**src/rtl/axim_dma_pkg.sv**
```systemverilog
// Shared definitions for the AXI4 write-back DMA.
//   - dma_state_e     : job FSM states (IDLE -> AW -> DATA -> RESP -> DONE)
//   - AXI_BURST_INCR  : AWBURST encoding for incrementing bursts
//   - AXI_RESP_OKAY   : BRESP encoding for a successful write
//   - KB4_LIMIT       : AXI bursts must not cross this byte boundary
//   - beat_bytes_of() : bytes carried by one buffer row / AXI beat
//   - awsize_of()     : AWSIZE encoding for a given beat size in bytes
package axim_dma_pkg;

  typedef enum logic [2:0] {
    S_IDLE = 3'd0,
    S_AW   = 3'd1,
    S_DATA = 3'd2,
    S_RESP = 3'd3,
    S_DONE = 3'd4
  } dma_state_e;

  localparam logic [1:0] AXI_BURST_INCR = 2'b01;
  localparam logic [1:0] AXI_RESP_OKAY  = 2'b00;
  localparam int unsigned KB4_LIMIT     = 4096;

  function automatic int unsigned beat_bytes_of(input int unsigned lanes,
                                                input int unsigned lane_bits);
    return (lanes * lane_bits) / 8;
  endfunction

  function automatic int unsigned awsize_of(input int unsigned bytes);
    return $clog2(bytes);
  endfunction

endpackage

```
**src/rtl/axim_skid_fifo.sv**
```systemverilog
// Two-entry FIFO holding buffer rows between the 1-cycle-latency buffer read
// and the AXI W channel. Absorbs wready backpressure without losing rows.
// Ports:
//   clk, rst_n   : clock, asynchronous active-low reset
//   push/push_data : write one entry (caller guarantees not full)
//   pop          : remove head entry (caller guarantees not empty)
//   head_data    : current head entry
//   count        : number of stored entries (0..2)
module axim_skid_fifo #(
  parameter int WIDTH = 128
) (
  input  logic             clk,
  input  logic             rst_n,
  input  logic             push,
  input  logic [WIDTH-1:0] push_data,
  input  logic             pop,
  output logic [WIDTH-1:0] head_data,
  output logic [1:0]       count
);

  logic [WIDTH-1:0] mem_q [2];
  logic [WIDTH-1:0] mem_d [2];
  logic             wr_ptr_q, wr_ptr_d;
  logic             rd_ptr_q, rd_ptr_d;
  logic [1:0]       count_q, count_d;

  always_comb begin
    mem_d    = mem_q;
    wr_ptr_d = wr_ptr_q;
    rd_ptr_d = rd_ptr_q;
    count_d  = count_q;
    if (push) begin
      mem_d[wr_ptr_q] = push_data;
      wr_ptr_d        = ~wr_ptr_q;
    end
    if (pop) begin
      rd_ptr_d = ~rd_ptr_q;
    end
    if (push && !pop) begin
      count_d = count_q + 2'd1;
    end else if (pop && !push) begin
      count_d = count_q - 2'd1;
    end
  end

  always_ff @(posedge clk or negedge rst_n) begin
    if (!rst_n) begin
      mem_q[0] <= '0;
      mem_q[1] <= '0;
      wr_ptr_q <= 1'b0;
      rd_ptr_q <= 1'b0;
      count_q  <= 2'd0;
    end else begin
      mem_q    <= mem_d;
      wr_ptr_q <= wr_ptr_d;
      rd_ptr_q <= rd_ptr_d;
      count_q  <= count_d;
    end
  end

  assign head_data = mem_q[rd_ptr_q];
  assign count     = count_q;

endmodule

```
**src/rtl/axim_writeback_dma.sv**
```systemverilog
// AXI4 write master that copies result rows from the Output Buffer to DDR.
// A start pulse in IDLE latches src row, dest byte address (beat aligned) and
// row count; the job is split into INCR bursts of at most MAX_BURST beats that
// never cross a 4KB boundary. One buffer row is one W beat.
// Ports:
//   axi_master_*      : control-unit job interface (start, params, done/err/busy)
//   axim_rd_*         : Output Buffer read port, data valid 1 cycle after rd_en
//   m_aw* / m_w* / m_b* : AXI4 write address, data and response channels
//   perf_cycles/perf_wstall : only with AXIM_PERF_CNT_EN defined
//   dbg_state         : current FSM state
// Handshakes: a transfer happens on a rising clock edge where valid and ready
// are both 1; once valid is raised, it and its payload stay stable until then.
// Optional feature macro: AXIM_PERF_CNT_EN (job cycle and W-stall counters).
module axim_writeback_dma
  import axim_dma_pkg::*;
#(
  parameter int SYSTOLIC_ARRAY_WIDTH = 4,
  parameter int DATA_WIDTH_ACCUM     = 32,
  parameter int ADDR_WIDTH           = 10,
  parameter int AXI_ADDR_WIDTH       = 32,
  parameter int MAX_BURST            = 16
) (
  input  logic                                   clk,
  input  logic                                   rst_n,
  input  logic                                   axi_master_start_pulse,
  input  logic [AXI_ADDR_WIDTH-1:0]              axi_master_dest_addr,
  input  logic [ADDR_WIDTH-1:0]                  axi_master_src_addr,
  input  logic [15:0]                            axi_master_length,
  output logic                                   axi_master_done_irq,
  output logic                                   axi_master_err,
  output logic                                   axi_master_busy,
  output logic [ADDR_WIDTH-1:0]                  axim_rd_addr_in,
  output logic                                   axim_rd_en_in,
  input  logic [DATA_WIDTH_ACCUM-1:0]            axim_rd_data_out [SYSTOLIC_ARRAY_WIDTH],
  output logic [AXI_ADDR_WIDTH-1:0]              m_awaddr,
  output logic [7:0]                             m_awlen,
  output logic [2:0]                             m_awsize,
  output logic [1:0]                             m_awburst,
  output logic                                   m_awvalid,
  input  logic                                   m_awready,
  output logic [SYSTOLIC_ARRAY_WIDTH*DATA_WIDTH_ACCUM-1:0]   m_wdata,
  output logic [SYSTOLIC_ARRAY_WIDTH*DATA_WIDTH_ACCUM/8-1:0] m_wstrb,
  output logic                                   m_wlast,
  output logic                                   m_wvalid,
  input  logic                                   m_wready,
  input  logic [1:0]                             m_bresp,
  input  logic                                   m_bvalid,
  output logic                                   m_bready,
`ifdef AXIM_PERF_CNT_EN
  output logic [31:0]                            perf_cycles,
  output logic [31:0]                            perf_wstall,
`endif
  output logic [2:0]                             dbg_state
);

  localparam int unsigned ROW_BITS   = SYSTOLIC_ARRAY_WIDTH * DATA_WIDTH_ACCUM;
  localparam int unsigned BEAT_BYTES = beat_bytes_of(SYSTOLIC_ARRAY_WIDTH, DATA_WIDTH_ACCUM);
  localparam int unsigned AWSIZE     = awsize_of(BEAT_BYTES);
  localparam logic [AXI_ADDR_WIDTH-1:0] ALIGN_MASK = ~AXI_ADDR_WIDTH'(BEAT_BYTES - 1);

  dma_state_e                state_q, state_d;
  logic [AXI_ADDR_WIDTH-1:0] addr_q, addr_d;
  logic [15:0]               remaining_q, remaining_d;
  logic [ADDR_WIDTH-1:0]     rd_addr_q, rd_addr_d;
  logic                      err_q, err_d;
  logic [8:0]                rd_cnt_q, rd_cnt_d;   // reads issued in this burst
  logic [8:0]                wr_cnt_q, wr_cnt_d;   // beats accepted in this burst
  logic                      inflight_q, inflight_d;

  logic [ROW_BITS-1:0] row_data;
  logic [ROW_BITS-1:0] fifo_head;
  logic [1:0]          fifo_count;
  logic [12:0]         room_bytes;
  logic [12:0]         room_beats;
  logic [8:0]          beats;
  logic [2:0]          occupancy;
  logic                wvalid, wlast, pop, issue;

  for (genvar i = 0; i < SYSTOLIC_ARRAY_WIDTH; i++) begin : g_pack
    assign row_data[i*DATA_WIDTH_ACCUM +: DATA_WIDTH_ACCUM] = axim_rd_data_out[i];
  end

  axim_skid_fifo #(.WIDTH(ROW_BITS)) u_fifo (
    .clk       (clk),
    .rst_n     (rst_n),
    .push      (inflight_q),
    .push_data (row_data),
    .pop       (pop),
    .head_data (fifo_head),
    .count     (fifo_count)
  );

  // Current burst size. addr_q/remaining_q only change when leaving RESP, so
  // this stays constant across AW, DATA and RESP of one burst.
  always_comb begin
    room_bytes = 13'(KB4_LIMIT) - {1'b0, addr_q[11:0]};
    room_beats = room_bytes >> AWSIZE;
    beats = (remaining_q > 16'(MAX_BURST)) ? 9'(MAX_BURST) : remaining_q[8:0];
    if ({4'b0, beats} > room_beats) begin
      beats = room_beats[8:0];
    end
  end

  always_comb begin
    wvalid    = (state_q == S_DATA) && (fifo_count != 2'd0);
    wlast     = (wr_cnt_q + 9'd1) == beats;
    pop       = wvalid && m_wready;
    // Rows already stored plus the one still coming back from the buffer must
    // leave room for the next read, counting the slot freed by this pop.
    occupancy = {1'b0, fifo_count} + {2'b0, inflight_q};
    issue     = ((state_q == S_AW) || (state_q == S_DATA)) &&
                (rd_cnt_q < beats) &&
                (occupancy < (3'd2 + {2'b0, pop}));
  end

  always_comb begin
    state_d     = state_q;
    addr_d      = addr_q;
    remaining_d = remaining_q;
    err_d       = err_q;
    inflight_d  = issue;
    rd_addr_d   = rd_addr_q + {{(ADDR_WIDTH-1){1'b0}}, issue};
    rd_cnt_d    = rd_cnt_q + {8'b0, issue};
    wr_cnt_d    = wr_cnt_q + {8'b0, pop};
    case (state_q)
      S_IDLE: begin
        if (axi_master_start_pulse) begin
          rd_addr_d   = axi_master_src_addr;
          addr_d      = axi_master_dest_addr & ALIGN_MASK;
          remaining_d = axi_master_length;
          err_d       = 1'b0;
          rd_cnt_d    = 9'd0;
          wr_cnt_d    = 9'd0;
          state_d     = (axi_master_length == 16'd0) ? S_DONE : S_AW;
        end
      end
      S_AW: begin
        if (m_awready) state_d = S_DATA;
      end
      S_DATA: begin
        if (pop && wlast) state_d = S_RESP;
      end
      S_RESP: begin
        if (m_bvalid) begin
          if (m_bresp != AXI_RESP_OKAY) err_d = 1'b1;
          addr_d      = addr_q + (AXI_ADDR_WIDTH'(beats) << AWSIZE);
          remaining_d = remaining_q - 16'(beats);
          rd_cnt_d    = 9'd0;
          wr_cnt_d    = 9'd0;
          state_d     = (remaining_q == 16'(beats)) ? S_DONE : S_AW;
        end
      end
      S_DONE: state_d = S_IDLE;
      default: state_d = S_IDLE;
    endcase
  end

  always_ff @(posedge clk or negedge rst_n) begin
    if (!rst_n) begin
      state_q     <= S_IDLE;
      addr_q      <= '0;
      remaining_q <= '0;
      rd_addr_q   <= '0;
      err_q       <= 1'b0;
      rd_cnt_q    <= '0;
      wr_cnt_q    <= '0;
      inflight_q  <= 1'b0;
    end else begin
      state_q     <= state_d;
      addr_q      <= addr_d;
      remaining_q <= remaining_d;
      rd_addr_q   <= rd_addr_d;
      err_q       <= err_d;
      rd_cnt_q    <= rd_cnt_d;
      wr_cnt_q    <= wr_cnt_d;
      inflight_q  <= inflight_d;
    end
  end

  // Payload fields are zeroed whenever their valid is low so the bus is quiet
  // outside a transfer and after reset.
  assign m_awvalid = (state_q == S_AW);
  assign m_awaddr  = m_awvalid ? addr_q : '0;
  assign m_awlen   = m_awvalid ? 8'(beats - 9'd1) : 8'd0;
  assign m_awsize  = m_awvalid ? 3'(AWSIZE) : 3'd0;
  assign m_awburst = m_awvalid ? AXI_BURST_INCR : 2'b00;
  assign m_wvalid  = wvalid;
  assign m_wdata   = wvalid ? fifo_head : '0;
  assign m_wstrb   = wvalid ? '1 : '0;
  assign m_wlast   = wvalid && wlast;
  assign m_bready  = (state_q == S_RESP);

  assign axi_master_done_irq = (state_q == S_DONE);
  assign axi_master_busy     = (state_q == S_AW) || (state_q == S_DATA) || (state_q == S_RESP);
  assign axi_master_err      = err_q;
  assign axim_rd_addr_in     = rd_addr_q;
  assign axim_rd_en_in       = issue;
  assign dbg_state           = state_q;

`ifdef AXIM_PERF_CNT_EN
  // perf_cycles counts the accepting cycle, every busy cycle and the DONE
  // cycle, then holds until the next accepted start.
  logic [31:0] perf_cycles_q, perf_cycles_d;
  logic [31:0] perf_wstall_q, perf_wstall_d;

  always_comb begin
    perf_cycles_d = perf_cycles_q;
    perf_wstall_d = perf_wstall_q;
    if ((state_q == S_IDLE) && axi_master_start_pulse) begin
      perf_cycles_d = 32'd1;
      perf_wstall_d = 32'd0;
    end else begin
      if (state_q != S_IDLE) perf_cycles_d = perf_cycles_q + 32'd1;
      if (wvalid && !m_wready) perf_wstall_d = perf_wstall_q + 32'd1;
    end
  end

  always_ff @(posedge clk or negedge rst_n) begin
    if (!rst_n) begin
      perf_cycles_q <= '0;
      perf_wstall_q <= '0;
    end else begin
      perf_cycles_q <= perf_cycles_d;
      perf_wstall_q <= perf_wstall_d;
    end
  end

  assign perf_cycles = perf_cycles_q;
  assign perf_wstall = perf_wstall_q;
`endif

endmodule

```
**config.mk**
```make
export PLATFORM = sky130hd
export DESIGN_NAME = axim_writeback_dma
export DESIGN_NICKNAME = d
export VERILOG_FILES = /design/src/rtl/axim_dma_pkg.sv /design/src/rtl/axim_skid_fifo.sv /design/src/rtl/axim_writeback_dma.sv
export SDC_FILE = /design/constraint.sdc
export NUM_CORES = 1
export LEC_CHECK = 0
export ABC_AREA = 0
export ABC_CLOCK_PERIOD_IN_PS = 6100
export BUFFER_PORTS_ARGS = -buffer_cell sky130_fd_sc_hd__buf_2
export CORE_MARGIN = 5
export CORE_UTILIZATION = 45
export CTS_BUF_LIST = sky130_fd_sc_hd__clkbuf_2
export DETAILED_ROUTE_END_ITERATION = 8
export GPL_TIMING_DRIVEN = 0
export PLACE_DENSITY = 0.76
export SLEW_MARGIN = 25
export SYNTH_ARGS = -nofsm -noshare
export SYNTH_HDL_FRONTEND = slang
export SYNTH_HIERARCHICAL = 1
export SYNTH_SLANG_ARGS = --single-unit
```
**constraint.sdc**
```tcl
create_clock -name clk -period 6.1 [get_ports clk]
set_clock_uncertainty 0.05 [all_clocks]
set_input_delay 0.915 -clock clk [delete_from_list [all_inputs] [get_ports clk]]
set_output_delay 0.915 -clock clk [all_outputs]
set_load 0.05 [all_outputs]
```
Yosys cells after proc, flatten, opt, wreduce, memory -nomap -nowiden --
Cells that the tools add are included.
Operators by class: bitwise gates (word level) 4, mux-type cells 41, reductions and logical operators 22, magnitude comparators 7, equality and inequality tests 11, add/subtract/negate cells 12
Operator list (count):
- $mux W128 | 5
- $bwmux W256 | 1
- $demux W128 S1 | 1
- $mux W32 | 3
- $pmux W32 S2 | 1
- $mux W9 | 6
- $mux W16 | 3
- $pmux W9 S2 | 2
- $add A32 B13 Y32 | 1
- $pmux W16 S2 | 1
- $mux W3 | 7
- $mux W10 | 2
- $add A9 B1 Y9 | 2
- $eq A16 B9 Y1 | 1
- $gt A16 B5 Y1 const B | 1
- $logic_not A16 Y1 | 1
- $sub A16 B9 Y16 | 1
- $sub A13 B12 Y13 const A | 1
- $pmux W3 S4 | 1
- $add A10 B1 Y10 | 1
- $add A9 B1 Y9 const B | 1
- $eq A9 B9 Y1 | 1
- $gt A9 B9 Y1 | 1
- $logic_and A1 B1 Y1 | 9
- 26 further kinds | 43
Storage, ports and cells: register bits 341, logic and storage cells 110, output and inout bits 210, input bits 194

Logic depth before layout (Yosys ltp) --
depth in word-level cells 10, mapped depth 24

Hierarchy --
Netlist, hierarchy kept.
Modules (own cells, without submodules):
- axim_skid_fifo | times used 1, cells an instance 696, sequential area each 6506.2 sq um, area each 12255.5 sq um
- axim_writeback_dma | times used 1, cells an instance 944, sequential area each 1926.8 sq um, area each 7287.0 sq um

Worst setup path before layout --
Ideal clock, no wire load.
path type register to register, from register addr_q[4], to register rd_addr_q[6] (netlist: axim_rd_addr_in[6]), clock period less this slack 5.915 ns, arrival time 5.723 ns, cell stages (with the launch flop) 21, path buffers 0, path slack 0.185 ns, path through dfrtp_1 > inv_1 > ha_1 > or4b_4 > or4_4 > ha_1 > and4_1 > o31ai_1 > nor2_4 > mux2i_1 > inv_2 > ha_1 > a21oi_1 > o2111ai_1 > a21oi_1 > ha_1 > ha_1 > nand3_1 > nor2_1 > xnor2_1 > o21ai_0
On the way: cells in the longest elaborated chain, start to end 9
RTL lines:
- from (decl) | line axim_writeback_dma.sv:62 | logic [AXI_ADDR_WIDTH-1:0] addr_q, addr_d;
- from (signal assigned) | line axim_writeback_dma.sv:170 | addr_q <= addr_d;
- $sub A13 B12 Y13 (*) | line axim_writeback_dma.sv:96 | room_bytes = 13'(KB4_LIMIT) - {1'b0, addr_q[11:0]};
- $gt A9 B9 Y1 | line axim_writeback_dma.sv:99 | if ({4'b0, beats} > room_beats) begin
- $mux W9 (*) | line axim_writeback_dma.sv:99
- $lt A9 B9 Y1 (*) | line axim_writeback_dma.sv:112 | (rd_cnt_q < beats) &&
- $logic_and A1 B1 Y1 (*) | line axim_writeback_dma.sv:111 | issue = ((state_q == S_AW) || (state_q == S_DATA)) &&
- $logic_and A1 B1 Y1 (*) | line axim_writeback_dma.sv:112
- named net axim_rd_en_in | line axim_writeback_dma.sv:33 | output logic axim_rd_en_in,
- $add A10 B1 Y10 (*) | line axim_writeback_dma.sv:122 | rd_addr_d = rd_addr_q + {{(ADDR_WIDTH-1){1'b0}}, issue};
- $mux W10 | line axim_writeback_dma.sv:127 | if (axi_master_start_pulse) begin
- $mux W10 (*) | line axim_writeback_dma.sv:125 | case (state_q)
- named net rd_addr_d[6] | line axim_writeback_dma.sv:64 | logic [ADDR_WIDTH-1:0] rd_addr_q, rd_addr_d;
- to (signal assigned) | line axim_writeback_dma.sv:172 | rd_addr_q <= rd_addr_d;
- to (decl) | line axim_writeback_dma.sv:64
Mark *: on every way through the listed nets, which the timed path passes. The rest lies on a longest branch. A chain may end at the register's enable or synchronous reset.

Final worst setup path --
from register remaining_q[11], to output port axim_rd_en_in
On the way: cells in the longest elaborated chain, start to end 7
RTL lines:
- from (decl) | line axim_writeback_dma.sv:63 | logic [15:0] remaining_q, remaining_d;
- from (signal assigned) | line axim_writeback_dma.sv:171 | remaining_q <= remaining_d;
- $gt A16 B5 Y1 (*) | line axim_writeback_dma.sv:98 | beats = (remaining_q > 16'(MAX_BURST)) ? 9'(MAX_BURST) : remaining_q[8:0];
- $mux W9 (*) | line axim_writeback_dma.sv:98
- $gt A9 B9 Y1 | line axim_writeback_dma.sv:99
- $mux W9 (*) | line axim_writeback_dma.sv:99
- $lt A9 B9 Y1 (*) | line axim_writeback_dma.sv:112
- $logic_and A1 B1 Y1 (*) | line axim_writeback_dma.sv:111
- $logic_and A1 B1 Y1 (*) | line axim_writeback_dma.sv:112
- to (decl) | line axim_writeback_dma.sv:33
Mark *: on every way between the ends. The rest lies on a longest branch, timed or not.

==> run_summary.xml <==
<?xml version="1.0" encoding="UTF-8"?>
<metrics>
  <group name="cells_and_area">
    <metric name="fin_util" unit="%">59.2</metric>
    <metric name="fillers" unit="">3412</metric>
    <metric name="number_of_nets_in_the_finished_design" unit="">2575</metric>
    <metric name="flow.area_growth_from_synthesis" unit="%">30.3</metric>
    <metric name="post_route_cells_drive_above_1_share" unit="%">45.1</metric>
  </group>
  <group name="detailed_routing">
    <metric name="routedWlPerCell" unit="um">20.9</metric>
    <metric name="routed_wirelength" unit="mm">62.5</metric>
    <metric name="antenna_violating_nets_post_route" unit="">0</metric>
    <metric name="drc" unit="">0</metric>
    <metric name="detail_route.iter0.violations" unit="">1101</metric>
    <metric name="num_vias" unit="">16100</metric>
    <metric name="dr.pass1.iters" unit="">5</metric>
    <metric name="post_drt_via_cell_ratio" unit="">5.37</metric>
  </group>
  <group name="sta">
    <metric name="worst_slew_margin_rel" unit="%">31.1</metric>
    <metric name="layout_worst_path_cycle_share" unit="%">97.4</metric>
    <metric name="fin_worst_hold_slack" unit="ns">0.122</metric>
    <metric name="timing_max_transition_violations_final" unit="">0</metric>
    <metric name="finalCriticalPeriod" unit="ns">5.94</metric>
    <metric name="setup_viol" unit="">0</metric>
    <metric name="final_hold_viol_count" unit="">0</metric>
    <metric name="fmax" unit="MHz">168</metric>
    <metric name="layout_setup_ws" unit="ns">0.160</metric>
    <metric name="worst_pin_slew" unit="ns">1.02</metric>
  </group>
  <group name="power">
    <metric name="pwr-share-clk" unit="%">10.7</metric>
    <metric name="power.density" unit="nW/um^2">597</metric>
    <metric name="netSwitchingFraction" unit="%">46.9</metric>
    <metric name="comb_power_share" unit="%">62.2</metric>
    <metric name="p_int" unit="mW">8.07</metric>
    <metric name="vdd.ir_drop.worst" unit="uV">529</metric>
    <metric name="pwr-share-seq" unit="%">27.1</metric>
    <metric name="p_leak" unit="nW">12.5</metric>
    <metric name="power_switching" unit="mW">7.13</metric>
  </group>
  <group name="place">
    <metric name="post-dp-hpwl" unit="mm">42.5</metric>
    <metric name="place.port_buffers" unit="">392</metric>
    <metric name="dp_worst_setup_slack" unit="ns">-0.312</metric>
    <metric name="routabilityCongestion" unit="">0.908</metric>
  </group>
  <group name="yosys">
    <metric name="yosysTopAreaCell" unit="">dfrtp_1</metric>
    <metric name="synthTopCellsByArea" unit="">dfrtp_1 43%, mux2_4 17%, mux2_2 8.4%</metric>
    <metric name="ys_ff_latch" unit="">337</metric>
    <metric name="yosysSeqAreaShare" unit="%">43.2</metric>
    <metric name="synth-edff-count" unit="">0</metric>
    <metric name="postSynthCellCount" unit="">1640</metric>
    <metric name="yosys_most_used_dff" unit="">dfrtp_1</metric>
    <metric name="synth-async-reset-ratio" unit="%">100</metric>
    <metric name="post_synth_num_cell_types" unit="">74</metric>
    <metric name="yosys_warnings" unit="">6</metric>
    <metric name="synth_top_area_share" unit="%">43.2</metric>
    <metric name="post_synth_instance_area" unit="um^2">19500</metric>
    <metric name="syn_area_per_cell" unit="um^2">11.9</metric>
  </group>
  <group name="clock_network">
    <metric name="number_of_levels_in_the_clock_h_tree" unit="">3</metric>
    <metric name="clkSlewWorstSetupHoldPaths" unit="ns">0.09</metric>
    <metric name="numCtsBuffers" unit="">92</metric>
    <metric name="clk_path_buf_depth" unit="">3</metric>
    <metric name="cts.sinks" unit="">337</metric>
    <metric name="cts_tree" unit="">yes</metric>
    <metric name="clockRootBuffer" unit="">clkbuf_2</metric>
    <metric name="clock_insertion_delay_worst_skew" unit="ns">1.08</metric>
  </group>
  <group name="die">
    <metric name="top_level_ports" unit="">404</metric>
    <metric name="starting_utilization_of_the_core_area" unit="%">45.5</metric>
    <metric name="floorplan.die.height" unit="um">218</metric>
    <metric name="chipWidth" unit="um">218</metric>
    <metric name="std_cell_rows" unit="">76</metric>
    <metric name="die-area" unit="um^2">47700</metric>
    <metric name="floorplan.core_area" unit="um^2">43000</metric>
  </group>
  <group name="grt">
    <metric name="grt_start_max_net_pins" unit="">93</metric>
    <metric name="grt_overflow" unit="">0</metric>
    <metric name="first_pass_grt_wire_length" unit="mm">95.0</metric>
    <metric name="grt_usage" unit="%">25.2</metric>
    <metric name="antenna_violations_before_repair" unit="">9</metric>
    <metric name="grt_pass1_vias" unit="">17100</metric>
  </group>
  <group name="job">
    <metric name="drv_cap" unit="">0</metric>
  </group>
  <group name="critical_path">
    <metric name="arrival" unit="ns">4.98</metric>
    <metric name="sort_of_element_at_the_start_of_the_critical_path" unit="">register</metric>
    <metric name="worstPathMaxFanout" unit="">6</metric>
    <metric name="critical_path_class" unit="">register to output pin</metric>
    <metric name="cp-end-kind" unit="">output pin</metric>
    <metric name="worst_ep_required_time" unit="ns">5.13</metric>
  </group>
  <group name="status">
    <metric name="outcome" unit="">completed</metric>
  </group>
  <group name="hold_path">
    <metric name="worstHoldPathType" unit="">input port to register</metric>
  </group>
</metrics>
[through the flow]
| stage | TNS, ns | area (um^2) | std cells | power (mW) |
|---|---|---|---|---|
| floorplan | 0 | 19600 | 1650 | 10.8 |
| global placement | -758.42 | 22300 | 2627 | 12.6 |
| detailed placement | -3.96 | 22400 | 2632 | 12.8 |
| CTS | 0 | 25000 | 2955 | 14.8 |
| global route | -0.579 | 25500 | 2988 | 16.0 |
| finish | 0 | 25500 | 2989 | 15.2 |
[routing by layer]
layer / up-vias / wire, um / GRT usage [%]
met1: 7896 / 24900 / 30.7
li1: 7199 / - / -
met5: - / 13 / 0
met4: 2 / 2850 / 11.7
met2: 768 / 29500 / 41.7
met3: 187 / 5280 / 6.70
[synthesized netlist by cell type (14+ instances only)]
cell type and instances:
dfrtp_1 337, clkbuf_1 49, a21oi_1 57, and3_1 29
buf_2 14, inv_1 32, mux2_4 220, nor2_1 95
xnor2_1 35, buf_4 26, o21ai_0 47, nand2_1 68
and2_1 140, xor2_1 29, mux2_2 146, nand3_1 27
ha_1 48, nor3_1 22, mux2_1 20
[cells in the final DEF (no fill, tap or decap), types with 42 or more instances in the layout]
master           n
buf_2          400
clkbuf_1        48
and2_1         139
o21ai_0         42
nor2_1          91
buf_4           66
clkbuf_2       129
nand2_1         64
dlygate4sd3_1  150
mux2_2         146
a21oi_1         54
dfrtp_1        332
mux2_4         220
[path summary, 6_finish.rpt]
path | startpoint | to | slack [ns] | cells past startpoint
max | remaining_q[11]$_DFFE_PN0P_ | axim_rd_en_in | 0.16 | 17
min | axi_master_dest_addr[10] | addr_q[10]$_DFFE_PN0P_ | 0.12 | 3
max reg2reg | remaining_q[11]$_DFFE_PN0P_ | addr_q[24]$_DFFE_PN0P_ | 0.35 | 22
min reg2reg | u_fifo/mem_q[235]$_DFFE_PN0P_ | u_fifo/mem_q[235]$_DFFE_PN0P_ | 0.44 | 1
max in group asynchronous | rst_n | addr_q[18]$_DFFE_PN0P_ | 4.54 | 4
min in group asynchronous | rst_n | u_fifo/mem_q[74]$_DFFE_PN0P_ | 0.23 | 2
[critical path, cell delays in order, from the launching register on]
cell,delay (ns)
dfrtp_1,0.43
or4_4,0.52
and4b_4,0.44
inv_4,0.07
nor2_4,0.14
inv_2,0.05
ha_2,0.17
nor2b_2,0.14
o21ai_2,0.10
and4b_2,0.26
nor2_4,0.22
mux2i_4,0.31
inv_2,0.10
ha_4,0.26
a21oi_4,0.14
o2111ai_2,0.16
a21oi_4,0.20
buf_6,0.18
[layout make-up]
type	count	area (um^2)	share of cell area (%)
Clock buffer	128	641	2.52
Antenna cell	10	25.0	0.0983
Inverter	36	143	0.560
Multi-Input combinational cell	1159	10500	41.2
Clock inverter	29	151	0.595
Timing Repair Buffer	586	3950	15.5
Tap cell	585	732	2.87
Sequential cell	337	8440	33.1
Buffer	119	900	3.53
[cell families after synthesis]
logic type               after synthesis  synth area share [%]
AND/OR/NAND/NOR                      439                  12.0
adder cells (fa/ha/maj)               50                  3.28
XOR/XNOR                              65                  2.95
other                                  1                0.0192
buffers and inverters                155                  5.29
flip-flops                           337                  43.2
multiplexers                         389                  26.6
AO/OA/AOI/OAI                        204                  6.70
[flip-flops by register name, summed over array words and instances, names as in the netlist]
signal / flops
wr_cnt_q: 9
remaining_q: 16
u_fifo/rd_ptr_q: 1
axi_master_err: 1
u_fifo/mem_q: 256
addr_q: 28
rd_cnt_q: 9
u_fifo/count: 2
axim_rd_addr_in: 10
dbg_state: 3
u_fifo/wr_ptr_q: 1
inflight_q: 1
[power by group through the flow]
stage / clock network (mW) / registers (mW) / logic (mW)
floorplan: 0 / 4.00 / 6.77
global placement: 0 / 4.02 / 8.57
detailed placement: 0 / 4.10 / 8.73
CTS: 1.67 / 4.06 / 9.06
global route: 1.79 / 4.23 / 9.97
finish: 1.62 / 4.12 / 9.45
[timing repair]
action / in CTS / in global routing
buffers inserted: 15 / 24
endpoints found under the hold margin: 455 / 0
endpoints found under the setup margin: 34 / 10
gates cloned: 1 / 0
pin swaps: 7 / 25
gates resized for setup: 44 / 47
hold buffers: 150 / 0
Note: power is estimated with default switching activity, not from simulation.
